[config.mk]
export PLATFORM = sky130hd
export DESIGN_NAME = clock_divider_mc
export DESIGN_NICKNAME = d
export VERILOG_FILES = /design/src/rtl/clkdiv_pkg.sv /design/src/rtl/clkdiv_chan.sv /design/src/rtl/clock_divider_mc.sv
export SDC_FILE = /design/constraint.sdc
export NUM_CORES = 1
export LEC_CHECK = 0
export CAP_MARGIN = 20
export CORE_MARGIN = 5
export CORE_UTILIZATION = 40
export DETAILED_ROUTE_END_ITERATION = 12
export HOLD_SLACK_MARGIN = 0.06
export SYNTH_ARGS = -nofsm -noshare
export SYNTH_HDL_FRONTEND = slang
export SYNTH_SLANG_ARGS = --single-unit
[constraint.sdc]
create_clock -name clk -period 3.9 [get_ports clk]
set_clock_uncertainty 0.2 [all_clocks]
set_input_delay 0.39 -clock clk [delete_from_list [all_inputs] [get_ports clk]]
set_output_delay 0.39 -clock clk [all_outputs]
set_load 0.005 [all_outputs]
[src/rtl/clkdiv_pkg.sv]
// Shared types and helpers for the multi-channel clock divider.
// The helpers work on 32-bit values, so the ratio width W must be 32 or less.
package clkdiv_pkg;

  localparam int unsigned MIN_DIV = 2;

  // Channel run state: idle while disabled, run once the first period has started.
  typedef enum logic {
    CH_IDLE = 1'b0,
    CH_RUN  = 1'b1
  } chan_state_e;

  // Ratios below MIN_DIV cannot produce both a high and a low phase.
  function automatic logic [31:0] clamp_div(input logic [31:0] d);
    return (d < MIN_DIV) ? 32'(MIN_DIV) : d;
  endfunction

  // High-phase length H = (D+1)>>1, computed without needing a wider adder.
  function automatic logic [31:0] high_len(input logic [31:0] d);
    return (d >> 1) + {31'b0, d[0]};
  endfunction

  // Low-phase length L = D>>1.
  function automatic logic [31:0] low_len(input logic [31:0] d);
    return d >> 1;
  endfunction

endpackage

[src/rtl/clkdiv_chan.sv]
// One divider channel: phase counter, active and pending ratio, registered
// clock output with rise/fall strobes.
module clkdiv_chan
  import clkdiv_pkg::*;
#(
  parameter int W           = 16,
  parameter int DEFAULT_DIV = 4
) (
  input  logic         clk,
  input  logic         rst,
  input  logic         en,
  input  logic         sync,
  input  logic         we,
  input  logic [W-1:0] wdiv,
  output logic         clk_o,
  output logic         rise_o,
  output logic         fall_o,
  output logic         pend_o
);

  localparam logic [W-1:0] DEF_D = W'(DEFAULT_DIV);

  chan_state_e  state, state_nxt;
  logic [W-1:0] p, p_nxt;
  logic [W-1:0] d, d_nxt;
  logic [W-1:0] pdiv, pdiv_nxt;
  logic         pend_nxt;
  logic         clk_nxt, rise_nxt, fall_nxt;
  logic [W-1:0] wdiv_c;
  logic [W-1:0] d_load;
  logic [31:0]  pinc;
  logic [31:0]  hlen;
  logic         at_wrap;
  logic         pinc_high;

  // Next-state logic; priority is disable, then restart (idle start, sync or wrap), then count.
  always_comb begin
    wdiv_c    = W'(clamp_div(32'(wdiv)));
    // A write in this same cycle beats an older pending value.
    d_load    = we ? wdiv_c : (pend_o ? pdiv : d);
    at_wrap   = (p == (d - W'(1)));
    pinc      = 32'(p) + 32'd1;
    hlen      = high_len(32'(d));
    pinc_high = (pinc < hlen);

    state_nxt = state;
    p_nxt     = p;
    d_nxt     = d;
    pdiv_nxt  = pdiv;
    pend_nxt  = pend_o;
    clk_nxt   = clk_o;
    rise_nxt  = 1'b0;
    fall_nxt  = 1'b0;

    if (!en) begin
      state_nxt = CH_IDLE;
      p_nxt     = '0;
      d_nxt     = d_load;
      pend_nxt  = 1'b0;
      clk_nxt   = 1'b0;
      fall_nxt  = clk_o;
    end else if ((state == CH_IDLE) || sync || at_wrap) begin
      // Period boundary: any new ratio governs the period starting here.
      state_nxt = CH_RUN;
      p_nxt     = '0;
      d_nxt     = d_load;
      pend_nxt  = 1'b0;
      clk_nxt   = 1'b1;
      rise_nxt  = 1'b1;
    end else begin
      p_nxt    = W'(pinc);
      clk_nxt  = pinc_high;
      fall_nxt = clk_o && !pinc_high;
      if (we) begin
        pend_nxt = 1'b1;
        pdiv_nxt = wdiv_c;
      end
    end
  end

  // Control, counter and output registers.
  always_ff @(posedge clk) begin
    if (rst) begin
      state  <= CH_IDLE;
      p      <= '0;
      d      <= DEF_D;
      pend_o <= 1'b0;
      clk_o  <= 1'b0;
      rise_o <= 1'b0;
      fall_o <= 1'b0;
    end else begin
      state  <= state_nxt;
      p      <= p_nxt;
      d      <= d_nxt;
      pend_o <= pend_nxt;
      clk_o  <= clk_nxt;
      rise_o <= rise_nxt;
      fall_o <= fall_nxt;
    end
  end

  // Pending ratio value; only meaningful while pend_o is set.
  always_ff @(posedge clk) begin
    pdiv <= pdiv_nxt;
  end

endmodule

[src/rtl/clock_divider_mc.sv]
// Multi-channel programmable clock divider: decodes the ratio write to one
// channel and fans sync out to all channels.
module clock_divider_mc
  import clkdiv_pkg::*;
#(
  parameter int NCH         = 4,
  parameter int W           = 16,
  parameter int DEFAULT_DIV = 4,
  localparam int CW         = (NCH > 1) ? $clog2(NCH) : 1
) (
  input  logic           clk,
  input  logic           rst,
  input  logic [NCH-1:0] en,
  input  logic           sync,
  input  logic           cfg_we,
  input  logic [CW-1:0]  cfg_ch,
  input  logic [W-1:0]   cfg_div,
  output logic [NCH-1:0] clk_o,
  output logic [NCH-1:0] rise_o,
  output logic [NCH-1:0] fall_o,
  output logic [NCH-1:0] pend_o
);

  logic [NCH-1:0] we_vec;

  for (genvar i = 0; i < NCH; i++) begin : g_ch
    // Out-of-range channel numbers match no channel and are dropped.
    assign we_vec[i] = cfg_we && (32'(cfg_ch) == i);

    clkdiv_chan #(
      .W           (W),
      .DEFAULT_DIV (DEFAULT_DIV)
    ) u_chan (
      .clk    (clk),
      .rst    (rst),
      .en     (en[i]),
      .sync   (sync),
      .we     (we_vec[i]),
      .wdiv   (cfg_div),
      .clk_o  (clk_o[i]),
      .rise_o (rise_o[i]),
      .fall_o (fall_o[i]),
      .pend_o (pend_o[i])
    );
  end

endmodule

==> results.md <==
- Status: finished clean
- CTS max path bufs: 3
- Cell area after synthesis: 13200 um^2
- Routed WL per cell: 16.5 um
- Via count: 10188
- Post-synth EDFFs: 64
- Critical Path Max Stage Delay: 530 ps
- HP Start: g_ch[1].u_chan.clk_o
- Tmin final: 3630 ps
- Slew HR: 36.9%
- Non-filler cells, final: 1880
- Tcrit/Tclk final: 93.1%
- Share of cells above drive strength 1: 8.08%
- Setup violators final: 0
- Clock sinks: 212
- Number of buffers added on ports: 41
- Post-DP HPWL: 22.7 mm
- Async S/R FF share, synth: 0%
- P&R area growth vs syn: 12.0%
- Die span in x: 192 um
- Worst Hold Depth: 2
- Synthesized flop and latch total: 212
- Syn. warnings: 0
- Vias per inst: 5.42
- LEAKAGE: 5.95 nW
- CTS root buffer: clkbuf_16
- Final Hold Fails: 0
- Worst-case reg-to-reg path depth: 14
- Setup bufs post-CTS: 0
- Max FO, Critical Path: 7
- Hold endpoint: g_ch[1].u_chan.fall_o
- Clk_lat worst skew: 530 ps
- Cell Rows: 66
- WP data required: 4130 ps
- Post-placement cell count: 1832
- Crit path max-delay cell type: or4_1
- Largest net degree at the start of global routing: 37
- Final wirelength: 31.1 mm
- RR Endpoint: g_ch[0].u_chan.clk_o
- Worst Tran Pin Value: 947 ps
- Critical path, cell by cell: ha_1, ha_1, nand2_1, nor2_1, nand3_1, nor2_1, nand3_1, xor2_1, ha_1, nand4_1, or4_1, a21oi_1, o41ai_1, and2_1
- Max-cap violations: 0
- CP arrival: 3860 ps
- CTS tree: done
- WS Path Type: reg -> reg
- Vias in the first global route: 9793
- R2r startpoint: g_ch[0].u_chan.d[0]
- Syn avg cell area: 9.19 um^2
- Setup TNS Final: 0 ps
- Layout Cell Area excl Fill: 14800 um^2
- DR pass1 iterations: 5
- Final ANT Viol Nets: 0
- CTS Buf Count: 24
- Initial antenna violation count: 2
- Synth cell types: 70
- # nets final: 1521
- DRC: 0
- Gr ovfl total: 0
- Initial cell density of the core: 40.6%
- Fill count: 3130
- Final Max Slew Viols: 0
- Seq/Total Area, Yosys: 37.0%
- Gr usage total: 16.7%
- Worst setup SP type: flop
- Global-route wire length before repair: 51.0 mm
- Initial drt markers: 724
- Sequential cell area: 4880 um^2
- Final Util: 45.5%
- CP most frequent cell: ha_1
- Primary FF master, synth: dfxtp_1
- Die Area: 36800 um^2
- Multi-input logic area: 7660 um^2
- GPL Wtd Cong: 0.903
- Max rail drop VDD: 0.351 mV
- RSZ-0062 raised after global routing: false
- Power per Cell Area: 355 nW/um^2
- CP Capture Type: flop
- Post-synth net total: 1540
- H-tree Lvls: 1
- Core Footprint: 32500 um^2
- Worst hold-check path type: reg -> reg
- CTS clk-pin slew, worst paths: 60 ps
- Die Ht: 192 um
- Fmax: 0.276 GHz
- R2R setup slack: 270 ps
- Gate Count Post-Synth: 1438
- Placed Area: 13900 um^2
- Hold_ws: 251 ps
- I/O pin count: 42
[what timing repair did]
action,in CTS,in global routing
hold buffers,1,0
setup endpoints to repair,0,4
gates resized for setup,0,1
hold endpoints to repair,1,0
[final cells by class]
class | instances | area share [%]
antenna | 2 | 0.0338
clock buffer | 31 | 4.44
clock inverter | 12 | 1.07
inverter | 32 | 0.812
multi-input combinational | 1065 | 51.7
sequential | 212 | 33.0
tap | 442 | 3.74
timing repair buffer | 84 | 5.16
[worst max-delay path by stage]
stage	endpoint	slack [ps]	startpoint	depth (start not counted)
floorplan	g_ch[3].u_chan.pdiv[0]	240	g_ch[3].u_chan.d[2]	8
global placement	g_ch[2].u_chan.pdiv[3]	160	g_ch[2].u_chan.d[1]	9
detailed placement	g_ch[1].u_chan.pdiv[2]	150	g_ch[1].u_chan.d[0]	9
CTS	g_ch[1].u_chan.pdiv[14]	130	g_ch[1].u_chan.d[0]	9
global route	g_ch[2].u_chan.d[13]	20	g_ch[2].u_chan.d[1]	11
finish	g_ch[0].u_chan.clk_o	270	g_ch[0].u_chan.d[0]	14
[synthesized netlist by cell type, types with 7 or more instances]
cell	n	area share [%]
dfxtp_1	148	22
ha_1	76	7.2
a211oi_1	23	1.3
buf_4	18	1.0
mux2i_1	58	4.4
a31oi_1	8	0.38
nand2_1	60	1.7
and4_1	9	0.60
nor3_1	33	1.3
inv_1	32	0.91
and3_1	85	4.0
clkbuf_1	90	2.6
buf_2	17	0.64
a221oi_1	7	0.46
a311oi_1	30	2.0
nor2_1	120	3.4
xnor2_1	89	5.9
nor2b_1	29	1.4
nor4b_1	8	0.53
a211oi_2	14	1.3
nand3_1	68	2.6
nand2b_1	10	0.47
nor4_1	12	0.57
edfxtp_1	64	15
nand4_1	29	1.4
and2_1	14	0.66
xor2_1	95	6.3
a2111oi_0	8	0.53
a21oi_1	59	2.2
a21o_1	12	0.68
o21ai_0	21	0.80
[power by group]
part / switching [mW] / leakage, nW / internal (mW) / total, mW
logic: 0.298 / 3.78 / 0.237 / 0.535
clock network: 0.924 / 0.391 / 1.39 / 2.32
registers: 0.0801 / 1.78 / 2.31 / 2.39
[state kept, by name (all words and copies together), names as in the netlist]
signal and flops:
g_ch.u_chan.state 4, g_ch.u_chan.rise_o 4, g_ch.u_chan.d 64, g_ch.u_chan.pend_o 4, g_ch.u_chan.clk_o 4, g_ch.u_chan.p 64, g_ch.u_chan.fall_o 4, g_ch.u_chan.pdiv 64
[placed cells by master, fill, tap and decap left out, drive strengths merged, types with 37 or more instances in the layout]
cell type      Yosys  final
a211oi            37     37
a21oi             59     59
and3              85     85
buf               39     43
clkdlybuf4s50      0     40
dfxtp            148    148
edfxtp            64     64
ha                76     76
mux2i             58     58
nand2             60     60
nand3             68     68
nor2             120    120
xnor2             89     89
xor2              95     95
[per-stage QoR]
step	worst slack, ps	total power [mW]
after floorplan	239	2.80
after global placement	165	2.96
after detailed placement	154	2.97
after CTS	132	5.32
after global routing	19.9	5.48
final	271	5.25
[worst max-delay path: cells and delay by family (launching register included)]
| family | cells | cell delay [ps] |
|---|---|---|
| XOR/XNOR | 1 | 160 |
| AND/OR/NAND/NOR | 8 | 1580 |
| AO/OA/AOI/OAI | 2 | 390 |
| flip-flops | 1 | 450 |
| adder cells (fa/ha/maj) | 3 | 740 |
[per-layer routing]
layer	global-route usage, %	routed length (um)
met1	23.6	15200
met2	26.9	14000
met3	2.36	1120
met4	4.06	741
met5	0	0
[cell families after synthesis]
logic type | count (synthesis) | synth area share, %
and+or+nand+nor | 512 | 20.8
AOI/OAI and AO/OA | 233 | 13.0
DFF | 212 | 37.0
xor gates and xnor gates | 184 | 12.2
buffers and inverters | 161 | 5.25
adders and majority gates | 76 | 7.20
muxes | 60 | 4.56
Note: power is estimated with default switching activity, not from simulation.
==> RTL change (same settings) <==
Add an input register stage for `cfg_ch`, without a reset; this delays it by one clock. The other inputs are not delayed to match.
--- a/src/rtl/clock_divider_mc.sv
+++ b/src/rtl/clock_divider_mc.sv
@@ -21,11 +21,17 @@
   output logic [NCH-1:0] pend_o
 );
 
+  logic [CW-1:0] cfg_ch_q;
+
+  always_ff @(posedge clk) begin
+      cfg_ch_q <= cfg_ch;
+  end
+
   logic [NCH-1:0] we_vec;
 
   for (genvar i = 0; i < NCH; i++) begin : g_ch
     // Out-of-range channel numbers match no channel and are dropped.
-    assign we_vec[i] = cfg_we && (32'(cfg_ch) == i);
+    assign we_vec[i] = cfg_we && (32'(cfg_ch_q) == i);
 
     clkdiv_chan #(
       .W           (W),
Function: changed (Yosys sat finds a counterexample within 4 cycles, from zero or initial values and one cycle with rst high).
==> RTL change against the original RTL <==
Sequential cell count grew 2. Power increased by 1.7%. Cell count rose by 0.43%. Cell area shrank 0.14%. Die area fell by 0.19%. Utilization decreased by 0.062 points. Synthesized area is 0.20% lower. Routed wire length rose by 1.2%. Setup slack improved by 0.098 ns. Non-clock buffer count grew 5. Combinational power increased by 1%. Critical endpoint is now g_ch[2].u_chan.fall_o.
==> RTL change: results (changes against the original RTL) <==
- Lkg Pwr: 5.96 nW (was 5.95 nW)
- Initial antenna violation count: 0 (was 2)
- Critical Path Fanout Max: 6 (was 7)
- Layout cells sized above 1: 0.0809 (was 0.0808)
- Vias in the first global route: 9,879 (was 9,793)
- Tot GR Track Use: 0.170 (was 0.167)
- Largest net degree at the start of global routing: 39 (was 37)
- Total Routed Length: 31,500 um (was 31,100 um)
- Dpl hpwl: 23,100 um (was 22,700 um)
- Top delay family on crit path: simple AND/OR/NAND/NOR gates (unchanged)
- Seq/Total Area, Yosys: 0.373 (was 0.370)
- First-pass GRT wire length: 51,500 um (was 51,000 um)
- Hold depth: 3 (was 2)
- Actual slew at the worst max-slew pin: 1.02 ns (was 0.947 ns)
- Hold Path Class: in -> reg (was reg -> reg)
- Via count: 10,200 (about the same)
- Syn nets: 1,539 (was 1,540)
- Worst vdd ir: 0.294 mV (was 0.351 mV)
- Yosys cell types: 72 (was 70)
- Slowest stage delay, CP: 0.37 ns (was 0.53 ns)
- Reg-to-reg startpoint: g_ch[2].u_chan.d[0] (was g_ch[0].u_chan.d[0])
- R2R setup slack: 0.37 ns (was 0.27 ns)
- Gpl congestion: 0.859 (was 0.903)
- Synth area leaders: dfxtp_1 (23%), edfxtp_1 (15%), ha_1 (7.2%), xnor2_1 (7.0%), xor2_1 (5.8%) (was dfxtp_1 (22%), edfxtp_1 (15%), ha_1 (7.2%), xor2_1 (6.3%), xnor2_1 (5.9%))
- Starting DRT DRC Count: 608 (was 724)
- Clock buffer depth: 3 (unchanged)
- Hold Crit Endpoint: g_ch[2].u_chan.d[2] (was g_ch[1].u_chan.fall_o)
- Critical hold path startpoint: rst (was g_ch[1].u_chan.clk_o)
- Worst reg2reg path depth: 15 (was 14)
- Post-synth top cells: dfxtp_1 (150), nor2_1 (115), xnor2_1 (106), nand2_1 (90), xor2_1 (87) (was dfxtp_1 (148), nor2_1 (120), xor2_1 (95), clkbuf_1 (90), xnor2_1 (89))
- Fillers: 3,168 (was 3,130)
- Critical path's slowest cell: or3_1 (was or4_1)
- Outcome: finished, final reports clean (unchanged)
- Reg2Reg Capture Point: g_ch[2].u_chan.fall_o (was g_ch[0].u_chan.clk_o)
## RTL change: cell type report
cell class | count | area share
timing repair buffer | 89 | 0.0532
sequential | 214 | 0.333
clock inverter | 12 | 0.0108
inverter | 31 | 0.00787
tap | 442 | 0.0374
multi-input combinational | 1068 | 0.512
clock buffer | 32 | 0.0455
## RTL change: through the flow
stage          std cells  setup slack, ns  hold WS [ns]  area [um^2]
2_1_floorplan       1437            0.324         0.218        13200
3_3_place_gp        1842            0.194         0.235        13900
3_5_place_dp        1843            0.386         0.237        13900
4_1_cts             1887            0.360        0.0936        14800
5_1_grt             1888           0.0276        0.0986        14800
6_report            1888            0.369        0.0950        14800
## RTL change: power by group
| part | switching (mW) | internal [mW] |
|---|---|---|
| Clock | 0.915 | 1.47 |
| Sequential | 0.0758 | 2.34 |
| Combinational | 0.300 | 0.241 |
## RTL change: layer usage
layer	vias up	share of wire	global-route usage
met1	4869	0.49	0.239
met5	-	0	0
li1	5139	-	-
met4	0	0.016	0.0337
met2	151	0.46	0.283
met3	38	0.034	0.0217
## RTL change: worst register-to-register path, cell delays in order, from the launching register on
cell and delay [ns]:
dfxtp_1 0.33, buf_4 0.15, ha_1 0.17, ha_1 0.20, nand2_1 0.07, nor2_1 0.24, nand3_1 0.16, nor2_1 0.18
nand3_1 0.12, xor2_1 0.16, ha_1 0.30, nand4_1 0.13, or3_1 0.37, o21ai_0 0.33, a21oi_1 0.12, nor3b_1 0.20
## RTL change: worst max path at each step
| stage | startpoint | endpoint | slack [ns] | depth (start not counted) |
|---|---|---|---|---|
| detailed placement | g_ch[2].u_chan.d[0] | g_ch[2].u_chan.fall_o | 0.39 | 15 |
| floorplan | g_ch[3].u_chan.d[3] | g_ch[3].u_chan.pdiv[0] | 0.32 | 9 |
| finish | g_ch[2].u_chan.d[0] | g_ch[2].u_chan.fall_o | 0.37 | 15 |
| global placement | g_ch[2].u_chan.d[1] | g_ch[2].u_chan.pdiv[2] | 0.19 | 9 |
| global route | g_ch[2].u_chan.d[0] | g_ch[2].u_chan.fall_o | 0.03 | 15 |
| CTS | g_ch[2].u_chan.d[0] | g_ch[2].u_chan.fall_o | 0.36 | 15 |
## RTL change: cells by family (layout without fill, tap and decap cells)
family,Yosys count,count (layout),share of synthesized area
AND/OR/NAND/NOR,520,520,0.206
AO/OA/AOI/OAI,229,229,0.129
flip-flops,214,214,0.373
XOR/XNOR,193,193,0.128
buffers and inverters,155,164,0.0530
adder cells (fa/ha/maj),76,76,0.0721
multiplexers,50,50,0.0382
